## config.mk

```make
export PLATFORM = sky130hd
export DESIGN_NAME = clock_set_ctrl
export DESIGN_NICKNAME = d
export VERILOG_FILES = /design/src/rtl/clock_pkg.sv /design/src/rtl/btn_debounce.sv /design/src/rtl/clock_set_ctrl.sv
export SDC_FILE = /design/constraint.sdc
export NUM_CORES = 1
export LEC_CHECK = 0
export BUFFER_PORTS_ARGS = -buffer_cell sky130_fd_sc_hd__buf_2
export CAP_MARGIN = 40
export CORE_AREA = 2 2 98 100
export CTS_CLUSTER_DIAMETER = 100
export DETAILED_ROUTE_END_ITERATION = 7
export DIE_AREA = 0 0 100 102
export PLACE_DENSITY_LB_ADDON = 0.25
export SLEW_MARGIN = 20
export SYNTH_ARGS = -nofsm -noshare
export SYNTH_HDL_FRONTEND = slang
export SYNTH_HIERARCHICAL = 1
export SYNTH_SLANG_ARGS = --single-unit
```

## constraint.sdc

```tcl
create_clock -name px_clk -period 2.16 [get_ports px_clk]
set_clock_uncertainty 0.15 [all_clocks]
set_input_delay 0.324 -clock px_clk [delete_from_list [all_inputs] [get_ports px_clk]]
set_output_delay 0.324 -clock px_clk [all_outputs]
set_load 0.01 [all_outputs]
```

## src/rtl/clock_pkg.sv

```systemverilog
// clock_pkg: shared definitions for the clock setting controller.
//   - state_t      : controller FSM states
//   - char indices : display character positions (bit positions in blank_mask)
//   - digit widths and maxima for the BCD time fields
//   - bcd_time_t   : packed BCD time with increment helpers
package clock_pkg;

  typedef enum logic [1:0] {
    RUN     = 2'd0,
    SET_HRS = 2'd1,
    SET_MIN = 2'd2
  } state_t;

  // Character positions on the display, left to right.
  localparam int unsigned HRS_D     = 0;
  localparam int unsigned HRS_U     = 1;
  localparam int unsigned COLON_HM  = 2;
  localparam int unsigned MIN_D     = 3;
  localparam int unsigned MIN_U     = 4;
  localparam int unsigned COLON_MS  = 5;
  localparam int unsigned SEC_D     = 6;
  localparam int unsigned SEC_U     = 7;
  localparam int unsigned NUM_CHARS = 8;

  // Digit widths.
  localparam int unsigned HRS_D_W = 2;
  localparam int unsigned HRS_U_W = 4;
  localparam int unsigned MIN_D_W = 3;
  localparam int unsigned MIN_U_W = 4;
  localparam int unsigned SEC_D_W = 3;
  localparam int unsigned SEC_U_W = 4;

  // Digit maxima.
  localparam int unsigned UNITS_MAX      = 9;
  localparam int unsigned TENS_MAX       = 5;
  localparam int unsigned HRS_D_MAX      = 2;
  localparam int unsigned HRS_U_MAX_LATE = 3;  // units limit once hrs_d is 2

  typedef struct packed {
    logic [HRS_D_W-1:0] hrs_d;
    logic [HRS_U_W-1:0] hrs_u;
    logic [MIN_D_W-1:0] min_d;
    logic [MIN_U_W-1:0] min_u;
    logic [SEC_D_W-1:0] sec_d;
    logic [SEC_U_W-1:0] sec_u;
  } bcd_time_t;

  // Hours 00..23, wrapping 23 -> 00.
  function automatic bcd_time_t hrs_inc(input bcd_time_t t);
    bcd_time_t r;
    r = t;
    if (t.hrs_d == HRS_D_W'(HRS_D_MAX) && t.hrs_u == HRS_U_W'(HRS_U_MAX_LATE)) begin
      r.hrs_d = '0;
      r.hrs_u = '0;
    end else if (t.hrs_u == HRS_U_W'(UNITS_MAX)) begin
      r.hrs_d = t.hrs_d + 1'b1;
      r.hrs_u = '0;
    end else begin
      r.hrs_u = t.hrs_u + 1'b1;
    end
    return r;
  endfunction

  // Minutes 00..59, wrapping 59 -> 00 with no carry into hours.
  function automatic bcd_time_t min_inc(input bcd_time_t t);
    bcd_time_t r;
    r = t;
    if (t.min_u == MIN_U_W'(UNITS_MAX)) begin
      r.min_u = '0;
      if (t.min_d == MIN_D_W'(TENS_MAX)) r.min_d = '0;
      else                               r.min_d = t.min_d + 1'b1;
    end else begin
      r.min_u = t.min_u + 1'b1;
    end
    return r;
  endfunction

  // One second of running time with full carry chain, 23:59:59 -> 00:00:00.
  function automatic bcd_time_t sec_tick_inc(input bcd_time_t t);
    bcd_time_t r;
    r = t;
    if (t.sec_u != SEC_U_W'(UNITS_MAX)) begin
      r.sec_u = t.sec_u + 1'b1;
    end else begin
      r.sec_u = '0;
      if (t.sec_d != SEC_D_W'(TENS_MAX)) begin
        r.sec_d = t.sec_d + 1'b1;
      end else begin
        r.sec_d = '0;
        r = min_inc(r);
        if (t.min_d == MIN_D_W'(TENS_MAX) && t.min_u == MIN_U_W'(UNITS_MAX))
          r = hrs_inc(r);
      end
    end
    return r;
  endfunction

endpackage

```

## src/rtl/btn_debounce.sv

```systemverilog
// btn_debounce: 2-flop synchroniser, level debouncer and press pulse for one
// raw push button.
//   px_clk  : clock
//   reset   : synchronous, active-high reset
//   btn     : raw asynchronous button level, high = pressed
//   press   : one-cycle pulse when the debounced level goes 0 -> 1
module btn_debounce #(
  parameter int unsigned DEBOUNCE_CYCLES = 315000
) (
  input  logic px_clk,
  input  logic reset,
  input  logic btn,
  output logic press
);

  localparam int unsigned CW = (DEBOUNCE_CYCLES > 1) ? $clog2(DEBOUNCE_CYCLES) : 1;
  localparam logic [CW-1:0] CNT_LAST = CW'(DEBOUNCE_CYCLES - 1);

  logic          sync1;
  logic          sync2;
  logic          level;
  logic [CW-1:0] cnt;

  // The counter runs only while the synchronised input disagrees with the
  // debounced level; any agreement restarts the stability window.
  always_ff @(posedge px_clk) begin
    if (reset) begin
      sync1 <= 1'b0;
      sync2 <= 1'b0;
      level <= 1'b0;
      cnt   <= '0;
      press <= 1'b0;
    end else begin
      sync1 <= btn;
      sync2 <= sync1;
      press <= 1'b0;
      if (sync2 == level) begin
        cnt <= '0;
      end else if (cnt == CNT_LAST) begin
        cnt   <= '0;
        level <= sync2;
        press <= sync2;
      end else begin
        cnt <= cnt + 1'b1;
      end
    end
  end

endmodule

```

## src/rtl/clock_set_ctrl.sv

```systemverilog
// clock_set_ctrl: BCD time-of-day counter with two-button setting.
//   px_clk      : pixel clock, rising edge
//   reset       : synchronous, active-high reset
//   sec_tick    : 1 Hz one-cycle pulse
//   frame_start : one-cycle pulse per video frame (blink timebase)
//   btn_mode    : raw mode button (RUN -> SET_HRS -> SET_MIN -> RUN)
//   btn_inc     : raw increment button (active in set states)
//   hrs_d..sec_u: registered BCD time digits
//   blank_mask  : per-character blank, bit 0 = hrs_d ... bit 7 = sec_u
//   set_active  : high while in SET_HRS or SET_MIN
module clock_set_ctrl #(
  parameter int unsigned DEBOUNCE_CYCLES = 315000,
  parameter int unsigned BLINK_FRAMES    = 30
) (
  input  logic       px_clk,
  input  logic       reset,
  input  logic       sec_tick,
  input  logic       frame_start,
  input  logic       btn_mode,
  input  logic       btn_inc,
  output logic [1:0] hrs_d,
  output logic [3:0] hrs_u,
  output logic [2:0] min_d,
  output logic [3:0] min_u,
  output logic [2:0] sec_d,
  output logic [3:0] sec_u,
  output logic [7:0] blank_mask,
  output logic       set_active
);

  import clock_pkg::*;

  localparam int unsigned BW = (BLINK_FRAMES > 1) ? $clog2(BLINK_FRAMES) : 1;
  localparam logic [BW-1:0] BLINK_LAST = BW'(BLINK_FRAMES - 1);

  logic mode_press;
  logic inc_press;

  btn_debounce #(.DEBOUNCE_CYCLES(DEBOUNCE_CYCLES)) u_mode_btn (
    .px_clk (px_clk),
    .reset  (reset),
    .btn    (btn_mode),
    .press  (mode_press)
  );

  btn_debounce #(.DEBOUNCE_CYCLES(DEBOUNCE_CYCLES)) u_inc_btn (
    .px_clk (px_clk),
    .reset  (reset),
    .btn    (btn_inc),
    .press  (inc_press)
  );

  state_t          state_q, state_d;
  bcd_time_t       time_q, time_d;
  logic [BW-1:0]   blink_cnt_q, blink_cnt_d;
  logic            phase_q, phase_d;
  logic [7:0]      mask_d;

  always_comb begin
    state_d     = state_q;
    time_d      = time_q;
    blink_cnt_d = blink_cnt_q;
    phase_d     = phase_q;
    mask_d      = '0;

    // Mode press has priority over a coincident tick or inc press.
    unique case (state_q)
      RUN: begin
        if (mode_press) begin
          state_d      = SET_HRS;
          time_d.sec_d = '0;
          time_d.sec_u = '0;
        end else if (sec_tick) begin
          time_d = sec_tick_inc(time_q);
        end
      end
      SET_HRS: begin
        if (mode_press)     state_d = SET_MIN;
        else if (inc_press) time_d  = hrs_inc(time_q);
      end
      SET_MIN: begin
        if (mode_press)     state_d = RUN;
        else if (inc_press) time_d  = min_inc(time_q);
      end
      default: state_d = RUN;
    endcase

    // Any edit or state change restarts the blink with digits visible.
    if (state_d != state_q || inc_press) begin
      blink_cnt_d = '0;
      phase_d     = 1'b0;
    end else if (state_q != RUN && frame_start) begin
      if (blink_cnt_q == BLINK_LAST) begin
        blink_cnt_d = '0;
        phase_d     = ~phase_q;
      end else begin
        blink_cnt_d = blink_cnt_q + 1'b1;
      end
    end

    // Mask is built from next-state values so it lines up with the state.
    if (state_d == SET_HRS) begin
      mask_d[HRS_D] = phase_d;
      mask_d[HRS_U] = phase_d;
    end else if (state_d == SET_MIN) begin
      mask_d[MIN_D] = phase_d;
      mask_d[MIN_U] = phase_d;
    end
  end

  always_ff @(posedge px_clk) begin
    if (reset) begin
      state_q     <= RUN;
      time_q      <= '0;
      blink_cnt_q <= '0;
      phase_q     <= 1'b0;
      blank_mask  <= '0;
      set_active  <= 1'b0;
    end else begin
      state_q     <= state_d;
      time_q      <= time_d;
      blink_cnt_q <= blink_cnt_d;
      phase_q     <= phase_d;
      blank_mask  <= mask_d;
      set_active  <= (state_d != RUN);
    end
  end

  assign hrs_d = time_q.hrs_d;
  assign hrs_u = time_q.hrs_u;
  assign min_d = time_q.min_d;
  assign min_u = time_q.min_u;
  assign sec_d = time_q.sec_d;
  assign sec_u = time_q.sec_u;

endmodule

```

==> results of run 1 <==
[power breakdown]
group          internal (mW)  switching (mW)
registers               1.43         0.00563
logic                 0.0310          0.0451
clock network          0.864           0.516
[critical path, stage by stage, from the launching register on]
cell,delay (ps)
dfxtp_2,360
ha_4,130
or3b_4,370
or4_4,560
o21ai_4,220
clkbuf_16,210
nor2_1,50
[final cells by class]
cell class | count | share of cell area [%]
tap | 111 | 2.900
multi-input combinational | 326 | 48.41
inverter | 18 | 1.411
clock inverter | 3 | 1.881
timing repair buffer | 65 | 9.509
clock buffer | 13 | 3.527
sequential | 77 | 32.37
[through the flow]
step / utilization, % / power (mW) / std cells / area [sq um] / setup WS [ps]
global route: 52.58 / 2.985 / 613 / 4790 / -26.83
CTS: 51.37 / 2.923 / 610 / 4679 / 7.737
global placement: 48.50 / 1.533 / 594 / 4418 / 80.40
finish: 52.58 / 2.887 / 613 / 4790 / 23.82
floorplan: - / 1.510 / 446 / 4035 / 2.796
detailed placement: 48.50 / 1.535 / 594 / 4418 / 15.46
[cells in the final DEF (no fill, tap or decap), types with 3 or more instances in the layout]
master     count
and3_1         4
inv_1         17
and3b_1        3
and4_1         3
o41ai_2        3
nor2b_1        7
bufinv_16      3
xnor2_1       24
nand4_1       21
and2_1         3
nand3_1       17
o32ai_1        3
ha_4           3
a21oi_1       15
or4_1         10
nor2_2        19
a211oi_1       4
dfxtp_2        4
nand2_1       18
buf_4         32
o21a_1         3
o21ai_0        9
dfxtp_1       72
o31ai_1        5
xor2_1        13
clkbuf_8      12
o311ai_1       4
conb_1         4
nor3_1        12
nor2_1        41
ha_1           9
nand4bb_1      4
nor4_1        11
nand4b_1       3
buf_2         30
[registers in the layout, indices dropped and copies added (netlist names), 2 cells and up]
| name | count |
|---|---|
| state_q | 2 |
| u_mode_btn/cnt | 19 |
| min_u | 4 |
| blank_mask | 2 |
| blink_cnt_q | 5 |
| hrs_u | 4 |
| min_d | 3 |
| hrs_d | 2 |
| sec_d | 3 |
| u_inc_btn/cnt | 19 |
| sec_u | 4 |
[path summary, 6_finish.rpt]
check | from | slack [ps] | depth (start not counted) | to
setup / recovery | u_mode_btn/cnt[1] | 20 | 6 | u_mode_btn/cnt[4]
hold / removal | btn_inc | 40 | 2 | u_inc_btn/sync1
setup reg to reg | u_mode_btn/cnt[1] | 20 | 6 | u_mode_btn/cnt[4]
hold reg to reg | u_inc_btn/sync1 | 290 | 1 | u_inc_btn/sync2
[cell usage after synthesis, drive strengths merged, types with 13 or more instances]
cell type	n
a21oi	16
buf	14
dfxtp	77
ha	14
inv	18
nand2	18
nand3	17
nand4	21
nor2	61
xnor2	24
xor2	13
[routing by layer]
metal	vias to the layer above	track usage [%]	part of all wire (%)
met5	-	0	0
met1	1587	21.51	49
met4	0	6.006	1.5
met2	58	28.53	46
met3	15	4.378	3.2
li1	1712	-	-
[cell families (layout without fill, tap and decap cells)]
group / after synthesis / in the layout / share of synthesized area [%]
buf+inv: 43 / 99 / 5.950
xor+xnor: 37 / 37 / 8.069
mux: 1 / 1 / 0.2492
compound gates: 68 / 68 / 13.12
flops: 77 / 77 / 38.38
other cells: 1 / 4 / 0.09337
simple gates: 202 / 202 / 29.78
fa+ha+maj: 14 / 14 / 4.361
[repair_timing]
| item | 4_1_cts | 5_1_grt |
|---|---|---|
| gates resized for setup | 1 | 16 |
| endpoints found under the setup margin | 1 | 35 |
| endpoints found under the hold margin | 0 | 0 |
| cloned | 0 | 1 |
| setup buffers | 0 | 2 |
| pin swaps | 0 | 6 |
==> results.sh, run 1 <==
export IMPL_status="completed"
export IMPL_routedWlPerCell_um=13.90
export IMPL_hpwl_um=5904
export IMPL_synth_cell_types=65
export IMPL_yosysTopAreaCell="dfxtp_1"
export IMPL_ctsLongestPathBuffers=2
export IMPL_holdCritPathClass="input port to register"
export IMPL_antenna_found_initial=0
export IMPL_core_area_sq_um=9109
export IMPL_clock_latency_ps=350
export IMPL_hold_viol=0
export IMPL_drc=0
export IMPL_grt_max_degree=17
export IMPL_worstMarginPinSlew_ps=494.6
export IMPL_n_antenna_cell=0
export IMPL_via_per_inst=5.501
export IMPL_place_congestion=0.8027
export IMPL_worst_setup_path_type="register to register"
export IMPL_crit_path_start_kind="register"
export IMPL_drtPass1Iterations=4
export IMPL_slew_violations=0
export IMPL_syn2layout_area_growth_pct=19.25
export IMPL_cts_inserted_buffers=9
export IMPL_multi_input_area_sq_um=2318
export IMPL_grt_pass1_wl_um=14110
export IMPL_dieArea_sq_um=10200
export IMPL_fin_crit_ps=2136
export IMPL_overflow=0
export IMPL_ir_worst_vdd_uv=280.7
export IMPL_io_buffers=30
export IMPL_required_ps=2260
export IMPL_cts_hold_buf=0
export IMPL_synth_edf_count=0
export IMPL_end_kind="register"
export IMPL_cts_sinks=77
export IMPL_drtAntennaViolNets=0
export IMPL_vias=3372
export IMPL_period_share_pct=98.90
export IMPL_drtIter0Drc=67
export IMPL_grt_usage_pct=17.06
export IMPL_start_util_pct=44.09
export IMPL_num_fill_cells=832
export IMPL_setup_violations=0
export IMPL_setup_tns_final_ps=0
export IMPL_critical_path_max_fanout=8
export IMPL_synthFlopType="dfxtp_1"
export IMPL_ios=35
export IMPL_syn_avg_cell_area_sq_um=9.066
export IMPL_drv_cap=0
export IMPL_syn_area_sq_um=4016
export IMPL_ys_seq_area_share_pct=38.38
export IMPL_drive_above_1_share_pct=25.50
export IMPL_synth_top_cell_area_share_pct=38.38
export IMPL_fin_nets=517
export IMPL_powerDensity_nw_per_um2=602.7
export IMPL_htree_levels=3
export IMPL_relSlewSlack_pct=66.58
export IMPL_netlist_instances=443
export IMPL_rsz0062_at_grt="true"
export IMPL_ys_warn_count=6
export IMPL_register_area_sq_um=1550
export IMPL_leakage_nw=1.706
export IMPL_fmax_mhz=468.1
export IMPL_synthTopCellsByArea="dfxtp_1, xnor2_1, ha_1"
export IMPL_row_count=35
export IMPL_synth_seq_cells=77
export IMPL_synthArstFlopShare_pct=0
export IMPL_cts_tree="built"
export IMPL_worstPathArrival_ps=2240
export IMPL_hold_slack_ps=40.44
export IMPL_die_h_um=102
export IMPL_grt_pass1_vias=3127
export IMPL_wl_um=8522
export IMPL_die_w_um=100
export IMPL_cts_root_buf="clkbuf_8"
export IMPL_path_clk_slew_ps=80
No activity file was read; power rests on OpenSTA's default activity.
==> run 2: changes to the inputs <==
==> config.mk (replaced) <==
export PLATFORM = sky130hd
export DESIGN_NAME = clock_set_ctrl
export DESIGN_NICKNAME = d
export VERILOG_FILES = /design/src/rtl/clock_pkg.sv /design/src/rtl/btn_debounce.sv /design/src/rtl/clock_set_ctrl.sv
export SDC_FILE = /design/constraint.sdc
export NUM_CORES = 1
export LEC_CHECK = 0
export CAP_MARGIN = 20
export CORE_AREA = 2 2 94 96
export CTS_CLUSTER_DIAMETER = 100
export DETAILED_ROUTE_END_ITERATION = 7
export DIE_AREA = 0 0 96 98
export DONT_BUFFER_PORTS = 1
export PLACE_DENSITY_LB_ADDON = 0.25
export SLEW_MARGIN = 20
export SYNTH_ARGS = -nofsm -noshare
export SYNTH_HDL_FRONTEND = slang
export SYNTH_SLANG_ARGS = --single-unit
==> results.sh, run 2 <==
export IMPL_status="completed"
export IMPL_htree_levels=3
export IMPL_antenna_found_initial=1
export IMPL_clock_latency_ps=350
export IMPL_fin_crit_ps=2131
export IMPL_drc=0
export IMPL_critical_path_max_fanout=5
export IMPL_synth_cell_types=51
export IMPL_synth_seq_cells=77
export IMPL_final_cell_mix="dfxtp_1, nor2_1, buf_4, xor2_1, nand3_1"
export IMPL_synthTopCellsByArea="dfxtp_1, nor2_1, xor2_1"
export IMPL_row_count=34
export IMPL_hold_slack_ps=31.40
export IMPL_overflow=0
export IMPL_end_kind="register"
export IMPL_holdCritPathClass="input port to register"
export IMPL_swShare_pct=22.96
export IMPL_yosysTopAreaCell="dfxtp_1"
export IMPL_final_common_cell="dfxtp_1"
export IMPL_dieArea_sq_um=9408
export IMPL_leakage_nw=1.525
export IMPL_grt_pass1_wl_um=12290
export IMPL_netSwitchingPower_mw=0.6037
export IMPL_powerDensity_nw_per_um2=610.6
export IMPL_synthArstFlopShare_pct=0
export IMPL_via_per_inst=5.232
export IMPL_syn_avg_cell_area_sq_um=8.662
export IMPL_rsz0062_at_grt="true"
export IMPL_ys_warn_count=0
export IMPL_p_clk_share_pct=43.0
export IMPL_cp_cell_sequence="buf_4 -> ha_1 -> inv_1 -> o211ai_1 -> o31a_1 -> or4_4 -> a211oi_2"
export IMPL_place_congestion=0.8262
export IMPL_cts_sinks=77
export IMPL_netlist_instances=427
export IMPL_core_area_sq_um=8466
export IMPL_start_util_pct=43.69
export IMPL_synth_most_common_cell="dfxtp_1"
export IMPL_routedWlPerCell_um=13.14
export IMPL_setup_tns_final_ps=0
export IMPL_synth_top_cell_area_share_pct=41.68
export IMPL_ios=35
export IMPL_io_buffers=0
export IMPL_synth_edf_count=0
export IMPL_period_share_pct=98.66
export IMPL_synth_commonest_cells="dfxtp_1, nor2_1, xor2_1, nand3_1, nand2_1"
export IMPL_fin_nets=474
export IMPL_path_clk_slew_ps=90
export IMPL_vias=2977
export IMPL_drtPass1Iterations=4
export IMPL_hold_viol=0
export IMPL_crit_path_start_kind="register"
export IMPL_fin_ws_ps=28.95
export IMPL_fmax_mhz=469.3
export IMPL_power_frac_comb_pct=2.6
export IMPL_cts_inserted_buffers=9
export IMPL_ir_worst_vdd_uv=336.2
export IMPL_required_ps=2290
export IMPL_grt_usage_pct=16.45
export IMPL_ys_seq_area_share_pct=41.68
export IMPL_max_stage_delay_ps=530
export IMPL_wl_um=7476
export IMPL_drive_above_1_share_pct=15.22
export IMPL_drtAntennaViolNets=0
export IMPL_syn2layout_area_growth_pct=16.41
export IMPL_slew_violations=0
export IMPL_grt_pass1_vias=2794
export IMPL_die_w_um=96
export IMPL_syn_area_sq_um=3699
export IMPL_num_fill_cells=810
export IMPL_worst_setup_path_type="register to register"
export IMPL_drv_cap=0
export IMPL_die_h_um=98
export IMPL_top_regs="u_inc_btn.cnt: 19 flops, u_mode_btn.cnt: 19 flops, blink_cnt_q: 5 flops"
export IMPL_cts_root_buf="clkbuf_8"
export IMPL_grt_max_degree=33
export IMPL_ctsLongestPathBuffers=2
export IMPL_hpwl_um=4977
export IMPL_pre_cts_ws_ps=-30.68
export IMPL_drtIter0Drc=111
export IMPL_cts_tree="built"
export IMPL_p_seq_share_pct=54.4
export IMPL_slowest_stage="or4_4"
export IMPL_worstPathArrival_ps=2270
export IMPL_setup_violations=0
export IMPL_rrSetupSlack_ps=30
export IMPL_internal_power_mw=2.025
export IMPL_synthFlopType="dfxtp_1"
[run 2: changes by cell type in the layout (fill, tap and decap cells not counted), sizes merged, moves of 5 or more]
cell    change
or3         +5
and3        +6
nor4        -7
nand3       +6
nand4       -8
nand2b      +5
xor2       +11
nor2        +9
xnor2       -7
or4         -7
buf        -34
[run 2: metrics by stage]
stage | util, % | instances | total power [mW] | area, sq um
finish | 50.86 | 569 | 2.629 | 4305
global route | 50.83 | 568 | 2.723 | 4303
CTS | 49.75 | 566 | 2.666 | 4212
detailed placement | 46.64 | 546 | 1.511 | 3949
global placement | 46.64 | 546 | 1.510 | 3949
floorplan | - | 430 | 1.512 | 3712
[run 2: metal layers]
layer / GRT usage (%) / routed length (um) / vias up
met5: 0 / 0 / -
met4: 7.473 / 150 / 0
met3: 4.244 / 306 / 12
met2: 25.96 / 3495 / 40
met1: 20.89 / 3523 / 1395
li1: - / - / 1530
[run 2: power by group through the flow]
| stage | clock network (mW) | registers (mW) | logic [mW] |
|---|---|---|---|
| after floorplan | 0 | 1.47 | 0.0461 |
| after global placement | 0 | 1.46 | 0.0474 |
| after detailed placement | 0 | 1.46 | 0.0475 |
| after CTS | 1.17 | 1.43 | 0.0665 |
| after global routing | 1.22 | 1.43 | 0.0760 |
| final | 1.13 | 1.43 | 0.0684 |
[run 2: kinds of logic (layout without fill, tap and decap cells)]
| logic type | Yosys count | in the layout | share of synthesized area (%) |
|---|---|---|---|
| AOI/OAI and AO/OA | 42 | 42 | 7.612 |
| xor gates and xnor gates | 41 | 41 | 9.709 |
| adders and majority gates | 13 | 13 | 4.398 |
| buffers and inverters | 35 | 65 | 4.364 |
| DFF | 77 | 77 | 41.68 |
| muxes | 5 | 5 | 1.353 |
| other | 1 | 5 | 0.1014 |
| and+or+nand+nor | 213 | 213 | 30.79 |
[run 2: what timing repair did]
action                     CTS  global route
hold buffers                 4             0
setup endpoints to repair    4            15
pin swaps                    0            11
hold endpoints to repair    31             0
gates resized for setup      2            18
setup buffers                0             2
[run 2: layout make-up]
type | count | area [sq um] | area share (%)
Sequential cell | 77 | 1544 | 35.86
Inverter | 16 | 65.06 | 1.511
Multi-Input combinational cell | 318 | 2076 | 48.21
Timing Repair Buffer | 33 | 275.3 | 6.393
Tap cell | 108 | 135.1 | 3.139
Antenna cell | 1 | 2.502 | 0.05812
Clock inverter | 6 | 70.07 | 1.627
Clock buffer | 10 | 137.6 | 3.197
[run 2: critical path, delay by kind of cell, from the launching register on]
kind | cells | cell delay [ps]
adder cells (fa/ha/maj) | 1 | 240
AO/OA/AOI/OAI | 3 | 580
buffers and inverters | 2 | 220
flip-flops | 1 | 350
AND/OR/NAND/NOR | 1 | 530
[run 2: final timing paths]
kind | from | to | cells past startpoint
min reg2reg | u_inc_btn.sync1 | u_inc_btn.sync2 | 1
max reg2reg | state_q[0] | blink_cnt_q[1] | 7
min | reset | hrs_d[1] | 2
max | state_q[0] | blink_cnt_q[1] | 7
==> run 3: changes to the inputs <==
--- a/config.mk
+++ b/config.mk
@@ -6,10 +6,10 @@
 export NUM_CORES = 1
 export LEC_CHECK = 0
 export CAP_MARGIN = 20
-export CORE_AREA = 2 2 94 96
+export CORE_AREA = 2 2 84 86
 export CTS_CLUSTER_DIAMETER = 100
 export DETAILED_ROUTE_END_ITERATION = 7
-export DIE_AREA = 0 0 96 98
+export DIE_AREA = 0 0 86 88
 export DONT_BUFFER_PORTS = 1
 export PLACE_DENSITY_LB_ADDON = 0.25
 export SLEW_MARGIN = 20
==> results.sh, run 3 (synthesized netlist as in run 2, its figures left out) <==
export IMPL_status="completed"
export IMPL_period_share_pct=98.20
export IMPL_final_cell_mix="dfxtp_1, nor2_1, buf_4, xor2_1, nand3_1"
export IMPL_powerDensity_nw_per_um2=579.2
export IMPL_internal_power_mw=1.871
export IMPL_io_buffers=0
export IMPL_finalNonFillerCells=535
export IMPL_routedWlPerCell_um=13.43
export IMPL_overflow=0
export IMPL_rrSetupSlack_ps=40
export IMPL_slowest_stage="or4_4"
export IMPL_post_dp_cell_area_sq_um=3906
export IMPL_antenna_found_initial=1
export IMPL_r2r_start="state_q[0]"
export IMPL_finalPower_mw=2.400
export IMPL_start_util_pct=55.67
export IMPL_crit_path_start_kind="register"
export IMPL_hpwl_um=4983
export IMPL_hold_slack_ps=7.048
export IMPL_multi_input_area_sq_um=2054
export IMPL_grt_max_degree=32
export IMPL_register_area_sq_um=1546
export IMPL_grt_pass1_wl_um=11890
export IMPL_power_frac_comb_pct=2.5
export IMPL_die_w_um=86
export IMPL_cts_root_buf="clkbuf_8"
export IMPL_slew_violations=0
export IMPL_htree_levels=3
export IMPL_end_kind="register"
export IMPL_required_ps=2280
export IMPL_path_clk_slew_ps=70
export IMPL_vias=2955
export IMPL_grt_usage_pct=19.51
export IMPL_num_fill_cells=585
export IMPL_die_h_um=88
export IMPL_via_per_inst=5.523
export IMPL_hold_viol=0
export IMPL_dieArea_sq_um=7568
export IMPL_critical_path_max_fanout=8
export IMPL_fin_ws_ps=38.93
export IMPL_pre_cts_ws_ps=-50.60
export IMPL_holdCritPathClass="input port to register"
export IMPL_rsz0062_at_grt="true"
export IMPL_drtPass1Iterations=4
export IMPL_ir_worst_vdd_uv=389.6
export IMPL_worstPathArrival_ps=2240
export IMPL_worst_setup_path_type="register to register"
export IMPL_clock_latency_ps=350
export IMPL_fin_area_sq_um=4144
export IMPL_fin_util_pct=62.37
export IMPL_p_seq_share_pct=59.5
export IMPL_cp_cell_sequence="inv_2 -> ha_4 -> o21ba_2 -> o211ai_1 -> o31a_1 -> or4_4 -> a211oi_2"
export IMPL_max_stage_delay_ps=520
export IMPL_drc=0
export IMPL_fmax_mhz=471.5
export IMPL_r2r_end="blink_cnt_q[1]"
export IMPL_cts_tree="built"
export IMPL_worstMarginPinSlew_ps=588.5
export IMPL_crit_end="blink_cnt_q[1]"
export IMPL_fin_crit_ps=2121
export IMPL_row_count=30
export IMPL_final_common_cell="dfxtp_1"
export IMPL_top_regs="u_inc_btn.cnt: 19 flops, u_mode_btn.cnt: 19 flops, blink_cnt_q: 5 flops"
export IMPL_ff2ff_path_depth=7
export IMPL_syn2layout_area_growth_pct=12.04
export IMPL_cp_startpoint="state_q[0]"
export IMPL_fin_nets=471
export IMPL_setup_tns_final_ps=0
export IMPL_drtIter0Drc=134
export IMPL_setup_violations=0
export IMPL_place_congestion=0.8481
export IMPL_drv_cap=0
export IMPL_grt_pass1_vias=2754
export IMPL_ctsLongestPathBuffers=2
export IMPL_leakage_nw=1.472
export IMPL_relSlewSlack_pct=60.77
export IMPL_wl_um=7183
export IMPL_swShare_pct=22.02
export IMPL_drtAntennaViolNets=0
export IMPL_core_area_sq_um=6644
export IMPL_post_place_cells=517
export IMPL_p_clk_share_pct=38.0
export IMPL_cts_sinks=77
export IMPL_netSwitchingPower_mw=0.5285
export IMPL_cts_inserted_buffers=9
export IMPL_drive_above_1_share_pct=13.66
export IMPL_ios=35
==> run 3: cell types whose count changed in the layout (fill, tap and decap cells not counted), sizes merged <==
cell	before	now
clkinvlp	3	0
buf	30	28
clkinv	1	3
bufinv	1	0
dlygate4sd3	3	2
inv	17	16
==> run 3: worst min path at each step <==
stage,start,slack (ps),end,cells after the start
after floorplan,u_inc_btn.sync1,260,u_inc_btn.sync2,1
after global placement,reset,250,hrs_u[3],1
after detailed placement,reset,250,u_mode_btn.sync1,1
after CTS,reset,1,u_mode_btn.cnt[2],2
after global routing,reset,30,u_mode_btn.cnt[2],2
final,reset,7,u_mode_btn.cnt[2],2
==> run 3: power groups by stage <==
| stage | Sequential (mW) | Combinational (mW) | Clock [mW] |
|---|---|---|---|
| CTS | 1.43 | 0.0605 | 0.929 |
| finish | 1.43 | 0.0602 | 0.911 |
| global route | 1.43 | 0.0681 | 0.975 |
| floorplan | 1.47 | 0.0461 | 0 |
| global placement | 1.46 | 0.0470 | 0 |
| detailed placement | 1.46 | 0.0474 | 0 |
==> run 3: critical path: cells and delay by family (launching register included) <==
family	cells	cell delay, ps
simple gates	1	520
fa+ha+maj	1	200
flops	1	370
buf+inv	1	100
compound gates	4	690
==> run 3: layout make-up <==
cell class                      count  share of cell area (%)
Multi-Input combinational cell    318                   49.58
Clock inverter                      3                  0.3623
Clock buffer                       10                   3.321
Inverter                           16                   1.449
Tap cell                           80                   2.415
Sequential cell                    77                   37.32
Timing Repair Buffer               30                   5.495
Antenna cell                        1                 0.06039
==> run 3: timing repair <==
item | CTS | global route
hold buffers | 3 | 0
endpoints found under the setup margin | 7 | 10
setup buffers | 0 | 1
gates cloned | 0 | 0
gates resized for setup | 1 | 11
endpoints found under the hold margin | 30 | 0
pin swaps | 0 | 3
==> run 3: metal layers <==
metal  up-vias  track usage, %  part of all wire, %  wire, um
li1       1516               -                    -         -
met1      1382           25.99                   49      3506
met2        45           30.37                   46      3328
met3        12           3.487                  2.9       207
met4         0           10.10                  1.9       140
met5         -               0                    0         0
